`config.mk`:
```
export PLATFORM = sky130hd
export DESIGN_NAME = insn_queue
export DESIGN_NICKNAME = d
export VERILOG_FILES = /design/src/rtl/insn_queue_pkg.sv /design/src/rtl/insn_queue_storage.sv /design/src/rtl/insn_queue.sv
export SDC_FILE = /design/constraint.sdc
export NUM_CORES = 1
export LEC_CHECK = 0
export CAP_MARGIN = 10
export CORE_ASPECT_RATIO = 0.8
export CORE_MARGIN = 1
export CORE_UTILIZATION = 35
export CTS_CLUSTER_DIAMETER = 150
export DETAILED_ROUTE_END_ITERATION = 16
export PLACE_DENSITY_LB_ADDON = 0.1
export SETUP_SLACK_MARGIN = 0.15
export SLEW_MARGIN = 0
export SYNTH_ARGS = -nofsm -noshare
export SYNTH_HDL_FRONTEND = slang
export SYNTH_HIERARCHICAL = 1
export SYNTH_SLANG_ARGS = --single-unit
```
`constraint.sdc`:
```
create_clock -name in_clk -period 5 [get_ports in_clk]
set_input_delay 0.75 -clock in_clk [delete_from_list [all_inputs] [get_ports in_clk]]
set_output_delay 0.75 -clock in_clk [all_outputs]
set_load 0.02 [all_outputs]
```
`src/rtl/insn_queue_pkg.sv`:
```
// Shared sizing for the fetch-to-dispatch instruction queue.
// Latency: none (types and constants only).
// Backpressure: none (types and constants only).
package insn_queue_pkg;

    localparam int INSNBITS_SIZE  = 32;
    localparam int IQ_DEPTH       = 8;
    localparam int IQ_STALL_SLACK = 1;
    localparam int IQ_CNT_SIZE    = $clog2(IQ_DEPTH) + 1;

    typedef logic [INSNBITS_SIZE-1:0] insn_t;

endpackage : insn_queue_pkg

```
`src/rtl/insn_queue_storage.sv`:
```
// DEPTH x WIDTH register array: one write port, one asynchronous read port.
// Latency: a write lands at the clock edge; the read is combinational.
// Backpressure: none; the owner decides when to write.
module insn_queue_storage #(
    parameter int DEPTH = 8,
    parameter int WIDTH = 32
) (
    input  logic                     in_clk,
    input  logic                     in_we,
    input  logic [$clog2(DEPTH)-1:0] in_waddr,
    input  logic [WIDTH-1:0]         in_wdata,
    input  logic [$clog2(DEPTH)-1:0] in_raddr,
    output logic [WIDTH-1:0]         out_rdata
);

    logic [WIDTH-1:0] mem_q [DEPTH];
    logic [WIDTH-1:0] mem_d [DEPTH];

    // Next array contents: only the addressed entry changes on a write.
    always_comb begin
        mem_d = mem_q;
        if (in_we) begin
            mem_d[in_waddr] = in_wdata;
        end
    end

    // Storage is never reset; contents are meaningless until written.
    always_ff @(posedge in_clk) begin
        mem_q <= mem_d;
    end

    assign out_rdata = mem_q[in_raddr];

endmodule : insn_queue_storage

```
`src/rtl/insn_queue.sv`:
```
// Decoupling FIFO between fetch and dispatch, flushed on ROB mispredict.
// Latency: a word pushed into an empty queue is at the head one cycle later (no bypass).
// Backpressure: dispatch holds the head with in_d_stall; fetch is told to hold via out_fetch_stall.
module insn_queue
    import insn_queue_pkg::*;
#(
    parameter int DEPTH       = IQ_DEPTH,
    parameter int STALL_SLACK = IQ_STALL_SLACK,
    parameter int WIDTH       = INSNBITS_SIZE
) (
    input  logic                       in_clk,
    input  logic                       in_rst,
    input  logic                       in_fetch_done,
    input  logic [WIDTH-1:0]           in_fetch_insnbits,
    output logic                       out_fetch_stall,
    output logic                       out_d_done,
    output logic [WIDTH-1:0]           out_d_insnbits,
    input  logic                       in_d_stall,
    input  logic                       in_rob_is_mispred,
    output logic [$clog2(DEPTH):0]     out_count,
    output logic                       out_overflow
);

    localparam int PTR_W = $clog2(DEPTH);
    localparam int CNT_W = $clog2(DEPTH) + 1;
    localparam logic [CNT_W-1:0] FULL_CNT  = CNT_W'(DEPTH);
    localparam logic [CNT_W-1:0] STALL_CNT = CNT_W'(DEPTH - STALL_SLACK);

    logic [PTR_W-1:0] head_q, head_d;
    logic [PTR_W-1:0] tail_q, tail_d;
    logic [CNT_W-1:0] count_q, count_d;
    logic             overflow_q, overflow_d;

    logic             full;
    logic             not_empty;
    logic             pop;
    logic             push;
    logic             drop;
    logic             wr_en;
    logic [WIDTH-1:0] head_word;

    assign full      = (count_q == FULL_CNT);
    assign not_empty = (count_q != '0);
    assign pop       = not_empty & ~in_d_stall;
    // A full queue still accepts a word when the head leaves in the same cycle.
    assign push      = in_fetch_done & (~full | pop);
    assign drop      = in_fetch_done & full & ~pop;
    // A flush discards the same-cycle push, so the write is suppressed too.
    assign wr_en     = push & ~in_rob_is_mispred;

    // Pointer, occupancy and sticky-overflow next state; flush wins over push/pop.
    always_comb begin
        head_d     = head_q;
        tail_d     = tail_q;
        count_d    = count_q;
        overflow_d = overflow_q;
        if (in_rob_is_mispred) begin
            head_d  = '0;
            tail_d  = '0;
            count_d = '0;
        end else begin
            if (push) begin
                tail_d = tail_q + PTR_W'(1);
            end
            if (pop) begin
                head_d = head_q + PTR_W'(1);
            end
            if (push && !pop) begin
                count_d = count_q + CNT_W'(1);
            end else if (pop && !push) begin
                count_d = count_q - CNT_W'(1);
            end
            if (drop) begin
                overflow_d = 1'b1;
            end
        end
    end

    // Control state register; reset overrides everything.
    always_ff @(posedge in_clk) begin
        if (in_rst) begin
            head_q     <= '0;
            tail_q     <= '0;
            count_q    <= '0;
            overflow_q <= 1'b0;
        end else begin
            head_q     <= head_d;
            tail_q     <= tail_d;
            count_q    <= count_d;
            overflow_q <= overflow_d;
        end
    end

    insn_queue_storage #(
        .DEPTH (DEPTH),
        .WIDTH (WIDTH)
    ) u_storage (
        .in_clk    (in_clk),
        .in_we     (wr_en),
        .in_waddr  (tail_q),
        .in_wdata  (in_fetch_insnbits),
        .in_raddr  (head_q),
        .out_rdata (head_word)
    );

    // All outputs come from registered state only.
    assign out_d_done      = not_empty;
    assign out_d_insnbits  = not_empty ? head_word : '0;
    assign out_fetch_stall = (count_q >= STALL_CNT);
    assign out_count       = count_q;
    assign out_overflow    = overflow_q;

endmodule : insn_queue
```
==> results of run 1 <==
[worst max-delay path: stages (launching register included)]
cell and delay [ps]:
sky130_fd_sc_hd__dfxtp_4 780, sky130_fd_sc_hd__buf_4 430, sky130_fd_sc_hd__mux4_1 610, sky130_fd_sc_hd__mux2_2 280, sky130_fd_sc_hd__nor2b_1 130, sky130_fd_sc_hd__clkdlybuf4s50_1 550
[cell families (layout without fill, tap and decap cells)]
group                    count (synthesis)  count (layout)  share of synthesized area [%]
AO/OA/AOI/OAI                            9               9                         0.6466
XOR/XNOR                                 6               6                         0.4939
adder cells (fa/ha/maj)                  6               6                         0.7759
buffers and inverters                   28             149                          1.528
flip-flops                             267             267                          74.30
multiplexers                            98              98                          18.53
AND/OR/NAND/NOR                         71              71                          3.727
[layout by cell type (no fill, tap or decap), types with 2 or more instances in the layout]
cell                              instances
sky130_fd_sc_hd__xor2_1                   3
sky130_fd_sc_hd__nor2_4                   6
sky130_fd_sc_hd__clkinv_1                 6
sky130_fd_sc_hd__xnor2_1                  3
sky130_fd_sc_hd__dfxtp_1                  8
sky130_fd_sc_hd__mux2i_1                  2
sky130_fd_sc_hd__clkbuf_1                 7
sky130_fd_sc_hd__ha_1                     5
sky130_fd_sc_hd__inv_1                    5
sky130_fd_sc_hd__nor2b_1                 32
sky130_fd_sc_hd__nand2b_1                 3
sky130_fd_sc_hd__nand3_1                  3
sky130_fd_sc_hd__clkdlybuf4s50_1         75
sky130_fd_sc_hd__nand2_1                  5
sky130_fd_sc_hd__clkinv_2                 7
sky130_fd_sc_hd__mux4_1                  40
sky130_fd_sc_hd__mux4_2                  24
sky130_fd_sc_hd__a21oi_1                  3
sky130_fd_sc_hd__edfxtp_1               256
sky130_fd_sc_hd__dfxtp_4                  2
sky130_fd_sc_hd__mux2_2                  32
sky130_fd_sc_hd__clkbuf_16               27
sky130_fd_sc_hd__nor3_2                   2
sky130_fd_sc_hd__buf_4                   20
sky130_fd_sc_hd__nor2_1                  15
[cell usage after synthesis (2+ instances only)]
master                     count  area share (%)
sky130_fd_sc_hd__nor2b_1      32             1.9
sky130_fd_sc_hd__xor2_1        3            0.25
sky130_fd_sc_hd__edfxtp_1    256              72
sky130_fd_sc_hd__inv_1         5            0.18
sky130_fd_sc_hd__mux4_1       40             9.9
sky130_fd_sc_hd__clkbuf_1      4            0.14
sky130_fd_sc_hd__buf_2         4            0.19
sky130_fd_sc_hd__nor3_1        2           0.094
sky130_fd_sc_hd__mux2_2       32             3.4
sky130_fd_sc_hd__ha_1          5            0.59
sky130_fd_sc_hd__mux4_2       24             5.1
sky130_fd_sc_hd__nand2b_1      3            0.18
sky130_fd_sc_hd__xnor2_1       3            0.25
sky130_fd_sc_hd__buf_6         7            0.74
sky130_fd_sc_hd__nor2_1       21            0.74
sky130_fd_sc_hd__buf_1         8            0.28
sky130_fd_sc_hd__dfxtp_1      11             2.1
sky130_fd_sc_hd__nand3_1       3            0.14
sky130_fd_sc_hd__mux2i_1       2            0.19
sky130_fd_sc_hd__nand2_1       5            0.18
sky130_fd_sc_hd__a21oi_1       3            0.14
[registers in the layout (all words and copies together) (netlist names)]
register	count
out_count	4
out_overflow	1
u_storage/mem_q	256
tail_q	3
head_q	3
[worst max path at each step]
stage                from                    to  slack [ps]  cells past startpoint
6_report        head_q[0]     out_d_insnbits[6]         930                      5
3_5_place_dp    head_q[0]    out_d_insnbits[26]        1390                      5
4_1_cts         head_q[0]    out_d_insnbits[28]         820                      5
3_3_place_gp    head_q[0]    out_d_insnbits[26]        1400                      5
2_1_floorplan  in_d_stall  u_storage/mem_q[224]        1150                      5
5_1_grt         head_q[0]    out_d_insnbits[12]         740                      5
[layout make-up]
cell class | instances | area, um^2
fillers | 2600 | 16890
flip-flops and latches | 267 | 7916
multi-input cells | 190 | 2628
repair buffers | 95 | 900.9
clock buffers | 34 | 701.9
well taps | 406 | 508.0
clock inverters | 15 | 73.82
inverters | 5 | 18.77
[metrics by stage]
step | utilization (%) | setup slack [ps] | hold WS [ps] | area, um^2
after floorplan | - | 1154 | 469.1 | 10640
after global placement | 40.39 | 1397 | 466.6 | 11970
after detailed placement | 40.39 | 1387 | 474.3 | 11970
after CTS | 43.01 | 817.3 | 489.9 | 12750
after global routing | 43.01 | 742.9 | 534.8 | 12750
final | 43.01 | 926.8 | 485.1 | 12750
[metal layers]
layer	part of all wire [%]	vias to the layer above	wire length (um)	track usage, %
li1	-	2221	-	-
met1	48	2597	10380	20.46
met2	47	98	10120	23.05
met3	3.7	26	803	2.386
met4	1.6	2	338	2.953
met5	0.055	-	12	0
[where the power goes]
| part | internal [mW] | leakage [nW] | switching [mW] | total (mW) |
|---|---|---|---|---|
| logic | 0.256 | 1.20 | 0.272 | 0.528 |
| clock network | 0.991 | 0.382 | 0.800 | 1.79 |
| registers | 2.48 | 2.40 | 0.0276 | 2.50 |
| total | 3.72 | 3.99 | 1.10 | 4.82 |
==> results.yml, run 1 <==
detailed_routing:
  detail-route-antenna-nets: 0
  viasPerCell: 4.885
  num_vias: 4944
  drt-initial-drc-count: 313
  drt_drc_violations_left: 0
  drt_pre_antenna_iters: 4
  final_routed_wire_length_divided_by_cell_count_um: 21.39
  drt-total-wl_um: 21650
synth:
  ys_ff_latch: 267
  yosysWarningCount: 6
  synthesized_netlist_cell_count: 485
  async_reset_ff_share_pct: 0
  synth_edf_count: 256
  synth.avg_cell_area_um2: 21.94
  yosysSeqAreaShare_pct: 74.30
  syn_area_um2: 10640
  mappedNetlistNets: 528
  post_synth_num_cell_types: 33
  ys.flop_type: "sky130_fd_sc_hd__edfxtp_1"
critical_path:
  crit_type: "flip-flop to output port"
  endpoint_kind: "output port"
  setup_slack_reg_to_reg_ps: 2060
  worstReg2RegEnd: "out_count[3]"
  required_ps: 4250
  crit_path_max_fanout: 36
  worst-r2r-cell-count: 11
  setup.worst_path.start_class: "flip-flop"
  rr_startpoint: "out_count[0]"
  cp_data_arrival_time_ps: 3320
floorplanning:
  floorplan.die.height_um: 158.0
  pin_count: 76
  initial_core_util_pct: 35.91
  fp.coreArea_um2: 29640
  num_rows: 56
  floorplan.die_area_um2: 31110
  die_width_um: 197.0
global_routing:
  grt_remaining_overflow: 0
  initial_antenna_violation_count: 1
  global_route.usage.total_pct: 14.29
  via_count_of_the_first_global_routing_pass: 5162
  global_route_wire_length_before_repair_um: 32420
  grt_max_degree: 66
clock_network:
  cts_max_level: 1
  cts-root-to-sink-buffers: 3
  tritoncts_clock_tree: "yes"
  cts_setup_buffers: 0
  number_of_hold_buffers_added_after_cts: 0
  cts_sinks: 267
  clkTransAtPathRegs_ps: 70
  post_cts_gate_resize_count: 0
  clkLatencyLatePin_ps: 530
  clock_buffer_count_from_cts: 27
  cts.root.buffer_cell: "sky130_fd_sc_hd__clkbuf_16"
placed_design:
  placed_cells: 963
  dp.final_hpwl_um: 12280
  globalplace.congestion: 0.7089
  port_buffers: 75
finish:
  final_net_count: 629
  area_delta_synth_final_pct: 19.77
  antenna_cells_inserted: 0
  layout-drive-gt1-share_pct: 21.12
  final_cell_count_no_fill: 1012
sta:
  setup_viol: 0
  setup_repair_after_global_routing_missed_its_margin: "no"
  max_slew_margin_pct: 33.74
  fmaxAchievable_mhz: 245.5
  totalNegativeSetupSlack_ps: 0
  timing.clock.skew_ps: 22.21
  final_hold_viol_count: 0
  post-route-period-util_pct: 81.46
  tightest_slew_ps: 993.9
  min_period_ps: 4073
  final-max-slew-violation-count: 0
worst_hold_path:
  min-delay-path-class: "flip-flop to flip-flop"
  whs_path_depth: 2
  timing.hold.worst_endpoint: "out_overflow"
  min_from: "out_overflow"
run:
  maxCapViolCount: 0
power_and_ir_drop:
  pd_cells_nw_per_um2: 378.3
  leakagePower_nw: 3.988
  report.power.total_mw: 4.822
  worst_ir_drop_vdd_uv: 223.1
outcome:
  outcome: "finished, final reports clean"
(Power assumes the default switching activity.)
==> run 2, diff against run 1 <==
==> constraint.sdc (replaced) <==
create_clock -name in_clk -period 4 [get_ports in_clk]
set_input_delay 0.6 -clock in_clk [delete_from_list [all_inputs] [get_ports in_clk]]
set_output_delay 0.6 -clock in_clk [all_outputs]
set_load 0.02 [all_outputs]
==> run 2 against run 1 <==
  * First-iteration DRC count down 27%
  * Highest routed layer unchanged
  * Clock power is 28% higher
  * Critical endpoint is now out_d_insnbits[19]
  * Sequential share of layout area shrank 0.49 points
  * Flip-flop and latch count is the same
  * Setup slack worse by 530 ps
  * Hold slack improved by 0.54 ps
  * Clock skew down 9.8 ps
  * Non-clock buffer count rose by 1
==> results.yml, run 2 (synthesis gave the netlist of run 1 again) <==
detailed_routing:
  drt_drc_violations_left: 0
  drt-initial-drc-count: 229
  met3WireLength_um: 893
  drt_pre_antenna_iters: 4
  num_vias: 4905
  final_routed_wire_length_divided_by_cell_count_um: 21.73
  top_routing_layer_used: "met5"
  detailroute.wirelength.met2_um: 10530
  detail-route-antenna-nets: 0
  wirelength_met1_um: 10270
  drt-total-wl_um: 22030
  viasPerCell: 4.837
sta:
  postLayoutSetupSlackWorst_ps: 401.5
  timing.clock.skew_ps: 12.43
  fmaxAchievable_mhz: 277.9
  setup_viol: 0
  final_hold_viol_count: 0
  final-max-slew-violation-count: 0
  setup_repair_after_global_routing_missed_its_margin: "no"
  post-route-period-util_pct: 89.96
  tightest_slew_ps: 616.3
  min_period_ps: 3598
  totalNegativeSetupSlack_ps: 0
  max_slew_margin_pct: 58.91
critical_path:
  timing.critical_path.cells: "buf_4 -> mux4_1 -> mux2_2 -> nor2b_1 -> clkdlybuf4s50_1"
  crit_family: "buffers and inverters"
  crit_type: "flip-flop to output port"
  timing.critical_path.buf_inv: 2
  endpoint_kind: "output port"
  worst_path_largest_cell_delay_ps: 600
  required_ps: 3400
  cp_data_arrival_time_ps: 3000
  crit_path_max_fanout: 17
  setup.worst_path.start_class: "flip-flop"
  slowest_stage: "sky130_fd_sc_hd__mux4_1"
clock_network:
  cts_max_level: 1
  cts_setup_buffers: 0
  clkLatencyLatePin_ps: 530
  cts.root.buffer_cell: "sky130_fd_sc_hd__clkbuf_16"
  cts-root-to-sink-buffers: 3
  number_of_hold_buffers_added_after_cts: 0
  clock_buffer_count_from_cts: 28
  clkTransAtPathRegs_ps: 60
  post_cts_gate_resize_count: 0
  cts_sinks: 267
  tritoncts_clock_tree: "yes"
run:
  maxCapViolCount: 0
finish:
  multi_input_area_um2: 2628
  largest_reg_flops: 256
  final_net_count: 631
  layout-drive-gt1-share_pct: 20.39
  layout.area.seq_um2: 7916
  largest-register: "u_storage/mem_q"
  antenna_cells_inserted: 0
  layout_commonest_cell: "sky130_fd_sc_hd__edfxtp_1"
  final_cell_mix: "sky130_fd_sc_hd__edfxtp_1, sky130_fd_sc_hd__clkdlybuf4s50_1, sky130_fd_sc_hd__mux4_1"
  area_delta_synth_final_pct: 20.73
  fin_util_pct: 43.35
  n_fill_cell: 2567
floorplanning:
  floorplan.die.height_um: 158.0
  pin_count: 76
  floorplan.die_area_um2: 31110
  fp.coreArea_um2: 29640
  die_width_um: 197.0
  initial_core_util_pct: 35.91
  num_rows: 56
power_and_ir_drop:
  leakagePower_nw: 4.016
  seq_power_share_pct: 51.2
  power.share.switching_pct: 22.29
  pd_cells_nw_per_um2: 474.3
  comb_power_share_pct: 11.2
  clkPwrFrac_pct: 37.6
  internal_power_mw: 4.736
  worst_ir_drop_vdd_uv: 316.0
  power_dissipated_by_switching_net_loads_mw: 1.359
global_routing:
  via_count_of_the_first_global_routing_pass: 5384
  initial_antenna_violation_count: 2
  grt_max_degree: 36
  global_route_wire_length_before_repair_um: 33250
  global_route.usage.total_pct: 14.66
  grt_remaining_overflow: 0
placed_design:
  dp.final_hpwl_um: 12380
  globalplace.congestion: 0.6661
  port_buffers: 75
  pre_cts_slack_ps: 905.8
worst_hold_path:
  min-delay-path-class: "flip-flop to flip-flop"
outcome:
  outcome: "finished, final reports clean"
[run 2: worst paths after layout]
| kind | to | slack, ps | startpoint | depth (start not counted) |
|---|---|---|---|---|
| worst max register to register | out_count[3] | 1370 | out_count[0] | 11 |
| worst max-delay path | out_d_insnbits[19] | 400 | head_q[0] | 5 |
| worst min-delay path | out_overflow | 490 | out_overflow | 2 |
| worst min register to register | out_overflow | 490 | out_overflow | 2 |
[run 2: worst min-delay path, stage by stage, from the launching register on]
cell and delay [ps]:
sky130_fd_sc_hd__dfxtp_1 340, sky130_fd_sc_hd__nor2_1 50, sky130_fd_sc_hd__nor2_1 70
[run 2: final cells by class]
class | count | area share, %
flip-flops and latches | 267 | 61.61
multi-input cells | 190 | 20.45
repair buffers | 96 | 7.557
clock buffers | 39 | 5.940
well taps | 406 | 3.954
clock inverters | 11 | 0.3408
inverters | 5 | 0.1461
[run 2: power by group through the flow]
stage | registers [mW] | logic, mW | clock network, mW
finish | 3.12 | 0.680 | 2.29
global route | 3.13 | 0.735 | 2.48
CTS | 3.12 | 0.701 | 2.37
detailed placement | 3.18 | 0.697 | 0
global placement | 3.18 | 0.692 | 0
floorplan | 3.18 | 0.374 | 0
[run 2: routing by layer]
layer,GRT usage (%),vias up
met1,20.09,2555
met2,24.40,91
met4,3.175,2
met5,0,-
li1,-,2228
met3,2.748,29
[run 2: stage by stage]
step	hold WS, ps	total power [mW]	instances	instance area (um^2)
global route	524.5	6.345	1014	12850
global placement	468.3	3.872	964	12040
CTS	484.4	6.195	1014	12850
floorplan	469.1	3.553	485	10640
detailed placement	469.2	3.880	964	12040
finish	485.6	6.095	1014	12850
